File: config.mk
export PLATFORM = sky130hd
export DESIGN_NAME = fi_div_seq
export DESIGN_NICKNAME = d
export VERILOG_FILES = /design/src/rtl/fi_pkg.sv /design/src/rtl/fi_sat.sv /design/src/rtl/fi_div_seq.sv
export SDC_FILE = /design/constraint.sdc
export NUM_CORES = 1
export LEC_CHECK = 0
export BUFFER_PORTS_ARGS = -buffer_cell sky130_fd_sc_hd__buf_2
export CAP_MARGIN = 20
export CORE_MARGIN = 2
export CORE_UTILIZATION = 45
export DETAILED_ROUTE_END_ITERATION = 12
export PLACE_DENSITY = 0.6
export SLEW_MARGIN = 20
export SYNTH_ARGS = -nofsm -noshare
export SYNTH_HDL_FRONTEND = slang
export SYNTH_SLANG_ARGS = --single-unit
File: constraint.sdc
create_clock -name clk -period 3.35 [get_ports clk]
set_input_delay 0.67 -clock clk [delete_from_list [all_inputs] [get_ports clk]]
set_output_delay 0.67 -clock clk [all_outputs]
set_load 0.005 [all_outputs]
File: src/rtl/fi_pkg.sv
// fi_pkg -- shared definitions for the saturating fixed-point blocks.
//
// Contents:
//   FI_WS, FI_DP    default word width and fractional bit count (Q8.8)
//   state_e         sequencer states of the iterative divider
//   fi_max/fi_min   largest / smallest signed value of a ws-bit word,
//                   returned as int (valid for ws <= 31)
package fi_pkg;

   localparam int FI_WS = 16;
   localparam int FI_DP = 8;

   typedef enum logic [1:0] {
      IDLE = 2'd0,
      CALC = 2'd1,
      FIX  = 2'd2,
      DONE = 2'd3
   } state_e;

   function automatic int fi_max(input int ws);
      return (1 << (ws - 1)) - 1;
   endfunction

   function automatic int fi_min(input int ws);
      return -(1 << (ws - 1));
   endfunction

endpackage

File: src/rtl/fi_sat.sv
// fi_sat -- combinational saturation stage for signed fixed-point results.
//
// Turns an unsigned magnitude plus sign into a signed ws-bit word, clamping
// to the representable range. The negative range is one larger than the
// positive range, so a magnitude of exactly 2^(WS-1) is legal when negative.
//
// Ports:
//   mag   in   MW  unsigned result magnitude
//   sign  in   1   result is negative; when zero=1 this is the dividend sign
//   zero  in   1   divisor was zero: clamp toward the dividend's sign
//   c     out  WS  signed saturated result
//   ovf   out  1   magnitude exceeded the limit and was clamped
//   dz    out  1   divide-by-zero result
module fi_sat
   import fi_pkg::*;
#(
   parameter int WS = FI_WS,
   parameter int MW = FI_WS + FI_DP
) (
   input  logic [MW-1:0] mag,
   input  logic          sign,
   input  logic          zero,
   output logic [WS-1:0] c,
   output logic          ovf,
   output logic          dz
);

   localparam int            MAX_I = fi_max(WS);
   localparam int            MIN_I = fi_min(WS);
   localparam logic [WS-1:0] C_MAX = MAX_I[WS-1:0];
   localparam logic [WS-1:0] C_MIN = MIN_I[WS-1:0];

   logic [MW-1:0] lim;

   always_comb begin
      // NOTE: every output gets a default first so no path leaves it unassigned (no latch).
      c   = '0;
      ovf = 1'b0;
      dz  = 1'b0;
      // 2^(WS-1)-1 for positive results, 2^(WS-1) for negative ones.
      lim = {{(MW-WS){1'b0}}, C_MAX} + {{(MW-1){1'b0}}, sign};
      if (zero) begin
         dz = 1'b1;
         c  = sign ? C_MIN : C_MAX;
      end else if (mag > lim) begin
         ovf = 1'b1;
         c   = sign ? C_MIN : C_MAX;
      end else begin
         c = sign ? -mag[WS-1:0] : mag[WS-1:0];
      end
   end

endmodule

File: src/rtl/fi_div_seq.sv
// fi_div_seq -- multi-cycle signed fixed-point divider, c = a / b.
//
// All operands are Q(ws-dp).dp. Radix-2 restoring division produces one
// quotient bit per clock over N = ws+dp cycles using a single subtractor.
// Sequence: IDLE (accept) -> CALC (N cycles) -> FIX (saturate) -> DONE
// (hold until taken). Result appears N+1 clocks after the accepting edge.
//
// Build option: define FI_DIV_ROUND_EN to round half away from zero in FIX;
// otherwise the quotient is truncated toward zero. Latency is unchanged.
//
// Ports:
//   clk        in   1   clock, rising edge
//   rst        in   1   synchronous reset, active-high; aborts any division
//   in_valid   in   1   a/b valid
//   in_ready   out  1   high in IDLE only
//   a          in   ws  signed dividend
//   b          in   ws  signed divisor
//   out_valid  out  1   result valid, held until out_ready
//   out_ready  in   1   downstream takes the result
//   c          out  ws  signed quotient
//   ovf        out  1   result saturated
//   dz         out  1   divisor was zero
module fi_div_seq
   import fi_pkg::*;
#(
   parameter int ws = FI_WS,
   parameter int dp = FI_DP
) (
   input  logic          clk,
   input  logic          rst,
   input  logic          in_valid,
   output logic          in_ready,
   input  logic [ws-1:0] a,
   input  logic [ws-1:0] b,
   output logic          out_valid,
   input  logic          out_ready,
   output logic [ws-1:0] c,
   output logic          ovf,
   output logic          dz
);

   localparam int N  = ws + dp;
   localparam int CW = $clog2(N);

   state_e          state_q, state_d;
   logic [CW-1:0]   cnt_q,   cnt_d;
   logic [N-1:0]    dvd_q,   dvd_d;    // |a| << dp, consumed MSB first
   logic [ws:0]     div_q,   div_d;    // |b|
   logic [ws:0]     rem_q,   rem_d;    // partial remainder
   logic [N-1:0]    quo_q,   quo_d;
   logic            sign_q,  sign_d;
   logic            zero_q,  zero_d;
   logic [ws-1:0]   c_q,     c_d;
   logic            ovf_q,   ovf_d;
   logic            dz_q,    dz_d;

   // Magnitudes are taken in ws+1 bits so -2^(ws-1) becomes +2^(ws-1) exactly.
   logic [ws:0]     a_ext, a_abs, b_ext, b_abs;
   logic [ws+1:0]   rem_sh, trial;
   logic            take;
   logic [N-1:0]    mag_fix;
   logic [ws-1:0]   sat_c;
   logic            sat_ovf, sat_dz;

`ifdef FI_DIV_ROUND_EN
   // Round half away from zero: bump the magnitude when 2*rem >= |b|.
   assign mag_fix = ({rem_q, 1'b0} >= {1'b0, div_q}) ? quo_q + N'(1) : quo_q;
`else
   assign mag_fix = quo_q;
`endif

   fi_sat #(
      .WS (ws),
      .MW (N)
   ) u_sat (
      .mag  (mag_fix),
      .sign (sign_q),
      .zero (zero_q),
      .c    (sat_c),
      .ovf  (sat_ovf),
      .dz   (sat_dz)
   );

   always_comb begin
      state_d = state_q;
      cnt_d   = cnt_q;
      dvd_d   = dvd_q;
      div_d   = div_q;
      rem_d   = rem_q;
      quo_d   = quo_q;
      sign_d  = sign_q;
      zero_d  = zero_q;
      c_d     = c_q;
      ovf_d   = ovf_q;
      dz_d    = dz_q;

      a_ext = {a[ws-1], a};
      b_ext = {b[ws-1], b};
      a_abs = a[ws-1] ? -a_ext : a_ext;
      b_abs = b[ws-1] ? -b_ext : b_ext;

      // One restoring step: shift in the next dividend bit, trial-subtract |b|.
      rem_sh = {rem_q, dvd_q[N-1]};
      trial  = rem_sh - {1'b0, div_q};
      take   = ~trial[ws+1];

      unique case (state_q)
         IDLE: begin
            if (in_valid) begin
               // The upper bit of a_abs is shifted out; it is only set for
               // |a| = 2^ws, which cannot occur.
               dvd_d   = N'(a_abs) << dp;
               div_d   = b_abs;
               rem_d   = '0;
               quo_d   = '0;
               // With b = 0 this reduces to a's sign, which is exactly the
               // direction the divide-by-zero clamp needs.
               sign_d  = a[ws-1] ^ b[ws-1];
               zero_d  = (b == '0);
               cnt_d   = CW'(N - 1);
               state_d = CALC;
            end
         end
         CALC: begin
            rem_d = take ? trial[ws:0] : rem_sh[ws:0];
            quo_d = {quo_q[N-2:0], take};
            dvd_d = dvd_q << 1;
            cnt_d = cnt_q - 1'b1;
            if (cnt_q == '0) state_d = FIX;
         end
         FIX: begin
            c_d     = sat_c;
            ovf_d   = sat_ovf;
            dz_d    = sat_dz;
            state_d = DONE;
         end
         DONE: begin
            if (out_ready) state_d = IDLE;
         end
         default: state_d = IDLE;
      endcase
   end

   always_ff @(posedge clk) begin
      if (rst) begin
         state_q <= IDLE;
         cnt_q   <= '0;
         dvd_q   <= '0;
         div_q   <= '0;
         rem_q   <= '0;
         quo_q   <= '0;
         sign_q  <= 1'b0;
         zero_q  <= 1'b0;
         c_q     <= '0;
         ovf_q   <= 1'b0;
         dz_q    <= 1'b0;
      end else begin
         // NOTE: non-blocking updates so every flop samples pre-edge values.
         state_q <= state_d;
         cnt_q   <= cnt_d;
         dvd_q   <= dvd_d;
         div_q   <= div_d;
         rem_q   <= rem_d;
         quo_q   <= quo_d;
         sign_q  <= sign_d;
         zero_q  <= zero_d;
         c_q     <= c_d;
         ovf_q   <= ovf_d;
         dz_q    <= dz_d;
      end
   end

   assign in_ready  = (state_q == IDLE);
   assign out_valid = (state_q == DONE);
   assign c         = c_q;
   assign ovf       = ovf_q;
   assign dz        = dz_q;

endmodule

Word-level counts from Yosys, hierarchy flattened
Cells that the tools add are included.
{"block": "totals", "regBits": 109, "latchBits": 0, "mem_bits_rw": 0, "rom_bits": 0, "in_bits": 36, "output_inout_bits": 20, "wordCells": 55, "n_memories": 0}
{"block": "classes", "addsub": 6, "multipliers": 0, "div_mod_pow": 0, "n_lt_le_gt_ge": 1, "n_eq_ne": 6, "n_shift": 0, "muxes": 22, "bitwise_logic": 2, "n_reduce_logical": 7}
{"cell": "one-hot mux 24 bit (2 select lines)", "n": 2}
{"cell": "two-way mux 16 bit", "n": 5}
{"cell": "two-way mux 17 bit", "n": 3}
{"cell": "two-way mux 24 bit", "n": 2}
{"cell": "one-hot mux 17 bit (2 select lines)", "n": 1}
{"cell": "negation 16 bit", "n": 2}
{"cell": "greater-than comparator 24 bit", "n": 1}
{"cell": "subtractor 18 x 17 -> 18 bit", "n": 1}
{"cell": "negation 17 bit", "n": 1}
{"cell": "adder 15 x 1 -> 16 bit (first input constant)", "n": 1}
{"cell": "zero test 16 bit", "n": 1}
{"cell": "one-hot mux 5 bit (2 select lines)", "n": 1}
{"cell": "one-hot mux 2 bit (4 select lines)", "n": 1}
{"cell": "two-way mux 2 bit", "n": 3}
{"cell": "zero test 5 bit", "n": 1}
{"cell": "two-way mux 5 bit", "n": 1}
{"cell": "subtractor 5 x 1 -> 5 bit (second input constant)", "n": 1}
{"cell": "== test 2 bit (second input constant)", "n": 2}
{"cell": "!= test 2 bit (second input constant)", "n": 2}
{"cell": "AND reduction 2 bit", "n": 2}
{"cell": "two-way mux 1 bit", "n": 3}
{"cell": "AND reduction 3 bit", "n": 1}
{"cell": "== test 2 x 1 -> 1 bit (second input constant)", "n": 1}
{"cell": "zero test 2 bit", "n": 1}
{"cell": "other kinds (4)", "n": 4}

Longest topological paths before layout
{"block": "depth", "ltp_word": 4, "ltp_mapped": 12}

Modules after synthesis
Synthesis repeated with hierarchy kept, for this count alone.
{"block": "hier_totals", "hier_cells": 805, "hier_area_um2": 6438.7}
{"mod": "fi_div_seq", "n_inst": 1, "cells_each": 664, "area_each_um2": 5487.8, "seq_area_each_um2": 2021.9}
{"mod": "fi_sat", "n_inst": 1, "cells_each": 141, "area_each_um2": 950.9, "seq_area_each_um2": 0.0}

Worst setup path before layout
Ideal clock, no wire load.
{"block": "synth_timing", "path_kind": "register to register", "from": "reg sign_q", "to": "reg c_q[0], in the netlist c[0]", "setup_time_ns": 0.136, "arrival_ns": 2.601, "path_slack_ns": 0.613, "path_stages_with_launch": 12, "n_path_buf": 2, "synth_period_minus_slack_ns": 2.737, "path_cell_list": "dfxtp_1 inv_1 clkbuf_1 ha_1 nand4_1 nor3_1 nand2_1 mux2_2 o21ai_1 buf_4 mux2i_1 a211oi_1"}
{"block": "synth_via", "elab_chain_cells": 4, "elab_cells_between_ends": 6}
{"item": "from (decl)", "line": "fi_div_seq.sv:51", "text": "logic sign_q, sign_d;"}
{"item": "from (signal assigned)", "line": "fi_div_seq.sv:165", "text": "sign_q <= sign_d;"}
{"item": "adder 15 x 1 -> 16 bit", "line": "fi_sat.sv:41", "text": "lim = {{(MW-WS){1'b0}}, C_MAX} + {{(MW-1){1'b0}}, sign};"}
{"item": "greater-than comparator 24 bit", "line": "fi_sat.sv:45", "text": "end else if (mag > lim) begin"}
{"item": "two-way mux 16 bit", "line": "fi_sat.sv:45"}
{"item": "two-way mux 16 bit (*)", "line": "fi_sat.sv:42", "text": "if (zero) begin"}
{"item": "to (signal assigned)", "line": "fi_div_seq.sv:154", "text": "c_q <= '0;"}
{"item": "to (signal assigned)", "line": "fi_div_seq.sv:167", "text": "c_q <= c_d;"}
{"item": "to (decl)", "line": "fi_div_seq.sv:53", "text": "logic [ws-1:0] c_q, c_d;"}
Every way passes the cells marked *; elsewhere a longest branch is shown, timed or not.
A chain may end at the register's enable or synchronous reset.

Final worst setup path
{"block": "layout_timing", "from": "reg div_q[1]", "to": "reg rem_q[1]"}
{"block": "layout_via", "elab_chain_cells": 3}
{"item": "from (decl)", "line": "fi_div_seq.sv:48", "text": "logic [ws:0] div_q, div_d;"}
{"item": "from (signal assigned)", "line": "fi_div_seq.sv:162", "text": "div_q <= div_d;"}
{"item": "subtractor 18 x 17 -> 18 bit", "line": "fi_div_seq.sv:104", "text": "trial = rem_sh - {1'b0, div_q};"}
{"item": "two-way mux 17 bit", "line": "fi_div_seq.sv:125", "text": "rem_d = take ? trial[ws:0] : rem_sh[ws:0];"}
{"item": "one-hot mux 17 bit (2 select lines)", "line": "fi_div_seq.sv:107", "text": "unique case (state_q)"}
{"item": "to (signal assigned)", "line": "fi_div_seq.sv:163", "text": "rem_q <= rem_d;"}
{"item": "to (decl)", "line": "fi_div_seq.sv:49", "text": "logic [ws:0] rem_q, rem_d;"}
No other way between the ends.

==> flow_metrics.tcl <==
set metrics [dict create \
    status "finished clean" \
    vias_per_cell 5.47 \
    combPwrFrac_pct 49.8 \
    antenna_found_initial 0 \
    die_width_um 121 \
    syn_nets 833 \
    slew_violations 0 \
    floorplan.rows 42 \
    start_util_pct 46.2 \
    hold_path_class "reg -> reg" \
    endpoint_kind "register" \
    htree_levels 3 \
    crit_arrival_ns 3.37 \
    slew_headroom_pct 37.8 \
    antennaDiodeCount 0 \
    max-vdd-ir-drop_v 0.000391 \
    cts_root_buf "clkbuf_16" \
    synth_top_cell_by_area "dfxtp_1" \
    path_buf_inv 2 \
    final_antenna_net_count 0 \
    grt_max_degree 29 \
    ys_seq_area_share_pct 33.1 \
    crit_family "compound AO/OA/AOI/OAI gates" \
    min_period_ns 3.09 \
    setup-violations-final 0 \
    async_flop_share_pct 0 \
    tightestPinTransition_ns 0.933 \
    yosys_warnings 0 \
    routed_wl_um 13900 \
    path_max_fanout 11 \
    syn_area_mm2 0.00611 \
    insertion_delay_ns 0.36 \
    switching_share_pct 41.2 \
    r2r-start "div_q[1]" \
    grtUsageTotal_pct 19.8 \
    tritoncts "done" \
    rsz0062_at_grt "false" \
    synthFlopType "dfxtp_1" \
    r2r_end "rem_q[1]" \
    cts_setup_buffers 0 \
    max_freq_mhz 324 \
    wl_per_cell_um 14.2 \
    hold_viol 0 \
    slowest_delay_ns 0.42 \
    port_buffers 55 \
    whs_endpoint "dvd_q[19]" \
    synth_cells 754 \
    synth_edf_count 0 \
    final_nets 875 \
    fin_skew_ns 0.0117 \
    grt_pass1_vias 4982 \
    synth_cell_type_count 63 \
    worstSetupPathType "reg -> reg" \
    rrSetupSlack_ns 0.26 \
    clk_path_buf_depth 2 \
    seqPwrFrac_pct 29.3 \
    power.total_w 0.00527 \
    tns_ns 0 \
    p_leak_nw 2.81 \
    gp_congestion 0.804 \
    grt_overflow 0 \
    syn_avg_cell_area_um2 8.11 \
    ys_top_cells_by_area "dfxtp_1, ha_1, nand2_1" \
    drcViolationCount 0 \
    crit_chain "inv_1, ha_1, nor2b_1, o31a_1, o41ai_2, o221ai_2, o221a_2, xor2_4, buf_4, mux2_2, o21ai_0" \
    clkTransAtPathRegs_ns 0.08 \
    required_ns 3.63 \
    rr_worst_depth 11 \
    cts_sinks 101 \
    ios 56 \
    dp_hpwl_um 10100 \
    drtIter0Drc 252 \
    hp-start "dvd_q[19]" \
    intPower_w 0.00310 \
    vias 5344 \
    die-area_mm2 0.0145 \
    pwr-share-clk_pct 20.9 \
    num-fill-cells 1319 \
    synth_top_area_share_pct 33.1 \
    hold_path_depth 2 \
    ys_ff_latch 101 \
    firstDrtPassIters 5 \
    start_kind "register" \
    grt_pass1_wl_um 23600 \
    p_switching_w 0.00217 \
    areaGrowthSynthToFinish_pct 12.5 \
    finalCritPeriodShare_pct 92.2 \
    core_mm2 0.0132 \
    cts_buffers 9 \
    max-cap-violations 0 \
    fin_hold_ws_ns 0.452 \
    die_h_um 121 \
    slowest_stage "o41ai_2" \
    drive_above_1_share_pct 12.9 \
    powerDensity_mw_per_mm2 767 \
]
==> worst max-delay path by stage <==
| stage | depth (start not counted) | endpoint | from | slack, ns |
|---|---|---|---|---|
| 3_3_place_gp | 9 | c[9] | sign_q | 0.31 |
| 5_1_grt | 11 | rem_q[1] | div_q[1] | 0.07 |
| 4_1_cts | 8 | c[7] | sign_q | 0.17 |
| 2_1_floorplan | 11 | c[0] | sign_q | 0.61 |
| 3_5_place_dp | 8 | c[7] | sign_q | 0.23 |
| 6_report | 11 | rem_q[1] | div_q[1] | 0.26 |
==> metrics by stage <==
| step | area (um2) | setup slack (ns) | instances | utilization, % |
|---|---|---|---|---|
| after global routing | 6880 | 0.0749 | 977 | 51.9 |
| after CTS | 6870 | 0.167 | 977 | 51.9 |
| after detailed placement | 6560 | 0.230 | 961 | 49.5 |
| after floorplan | 6110 | 0.613 | 754 | - |
| final | 6880 | 0.260 | 977 | 51.9 |
| after global placement | 6560 | 0.308 | 961 | 49.5 |
==> cells in the mapped netlist (4+ instances only) <==
| cell type | n |
|---|---|
| a211oi_1 | 20 |
| a21o_1 | 10 |
| a21oi_1 | 36 |
| a22oi_1 | 24 |
| clkbuf_1 | 29 |
| dfxtp_1 | 101 |
| ha_1 | 42 |
| inv_1 | 36 |
| mux2i_1 | 26 |
| nand2_1 | 93 |
| nand2b_1 | 8 |
| nand3_1 | 15 |
| nand4_1 | 4 |
| nor2_1 | 77 |
| nor2b_1 | 7 |
| nor3_1 | 14 |
| nor4_1 | 5 |
| o211ai_1 | 17 |
| o21a_1 | 6 |
| o21ai_0 | 49 |
| o31ai_1 | 10 |
| o41ai_1 | 4 |
| or3_1 | 14 |
| or4_1 | 6 |
| xnor2_1 | 14 |
| xor2_1 | 33 |
==> kinds of logic after synthesis <==
| family | count (synthesis) | share of synthesized area (%) |
|---|---|---|
| xor gates and xnor gates | 48 | 7.18 |
| DFF | 101 | 33.1 |
| adders and majority gates | 43 | 8.92 |
| buffers and inverters | 74 | 4.79 |
| muxes | 29 | 4.81 |
| AOI/OAI and AO/OA | 200 | 21.7 |
| and+or+nand+nor | 259 | 19.5 |
==> layout by cell type, fill, tap and decap left out, types with 3 or more instances in the layout <==
| cell | instances |
|---|---|
| a211oi_1 | 20 |
| a21o_1 | 10 |
| a21oi_1 | 36 |
| a22oi_1 | 24 |
| and2_1 | 3 |
| buf_2 | 55 |
| buf_4 | 13 |
| clkbuf_16 | 9 |
| dfxtp_1 | 101 |
| ha_1 | 42 |
| inv_1 | 36 |
| mux2_2 | 3 |
| mux2i_1 | 26 |
| nand2_1 | 93 |
| nand2b_1 | 8 |
| nand3_1 | 15 |
| nand4_1 | 4 |
| nor2_1 | 77 |
| nor2b_1 | 7 |
| nor3_1 | 14 |
| nor4_1 | 5 |
| o211ai_1 | 17 |
| o21a_1 | 6 |
| o21ai_0 | 49 |
| o31ai_1 | 10 |
| o41ai_1 | 4 |
| or3_1 | 14 |
| or4_1 | 6 |
| xnor2_1 | 14 |
| xor2_1 | 33 |
==> per-layer routing <==
layer / routed length [um] / track usage, % / vias up
li1: - / - / 2770
met1: 6920 / 27.2 / 2456
met2: 6200 / 31.5 / 103
met3: 598 / 4.29 / 15
met4: 203 / 5.23 / 0
met5: 0 / 0 / -
==> registers in the layout (all words and copies together) (netlist names) <==
| name | count |
|---|---|
| dvd_q | 16 |
| ovf | 1 |
| sign_q | 1 |
| mag_fix | 24 |
| zero_q | 1 |
| div_q | 17 |
| cnt_q | 5 |
| state_q | 2 |
| dz | 1 |
| c | 16 |
| rem_q | 17 |
==> timing repair <==
item | in CTS | in global routing
hold buffers | 0 | 0
resized for setup | 0 | 1
endpoints found under the setup margin | 0 | 14
==> power groups by stage <==
stage / Sequential, W / Clock, W / Combinational (W)
after floorplan: 0.00154 / 0 / 0.00208
after global placement: 0.00156 / 0 / 0.00255
after detailed placement: 0.00157 / 0 / 0.00262
after CTS: 0.00155 / 0.00113 / 0.00263
after global routing: 0.00158 / 0.00119 / 0.00294
final: 0.00155 / 0.00110 / 0.00263
==> cell type report <==
class | instances | area (um2) | area share, %
Multi-Input combinational cell | 579 | 3810 | 55.4
Sequential cell | 101 | 2020 | 29.4
Timing Repair Buffer | 68 | 373 | 5.42
Clock buffer | 9 | 225 | 3.27
Tap cell | 176 | 220 | 3.20
Inverter | 37 | 139 | 2.02
Clock inverter | 7 | 91.3 | 1.33
==> worst min-delay path: stages, from the launching register on <==
cell,delay (ns)
dfxtp_1,0.31
nand2_1,0.05
a21oi_1,0.05
Power figures use the tool's default switching activity.
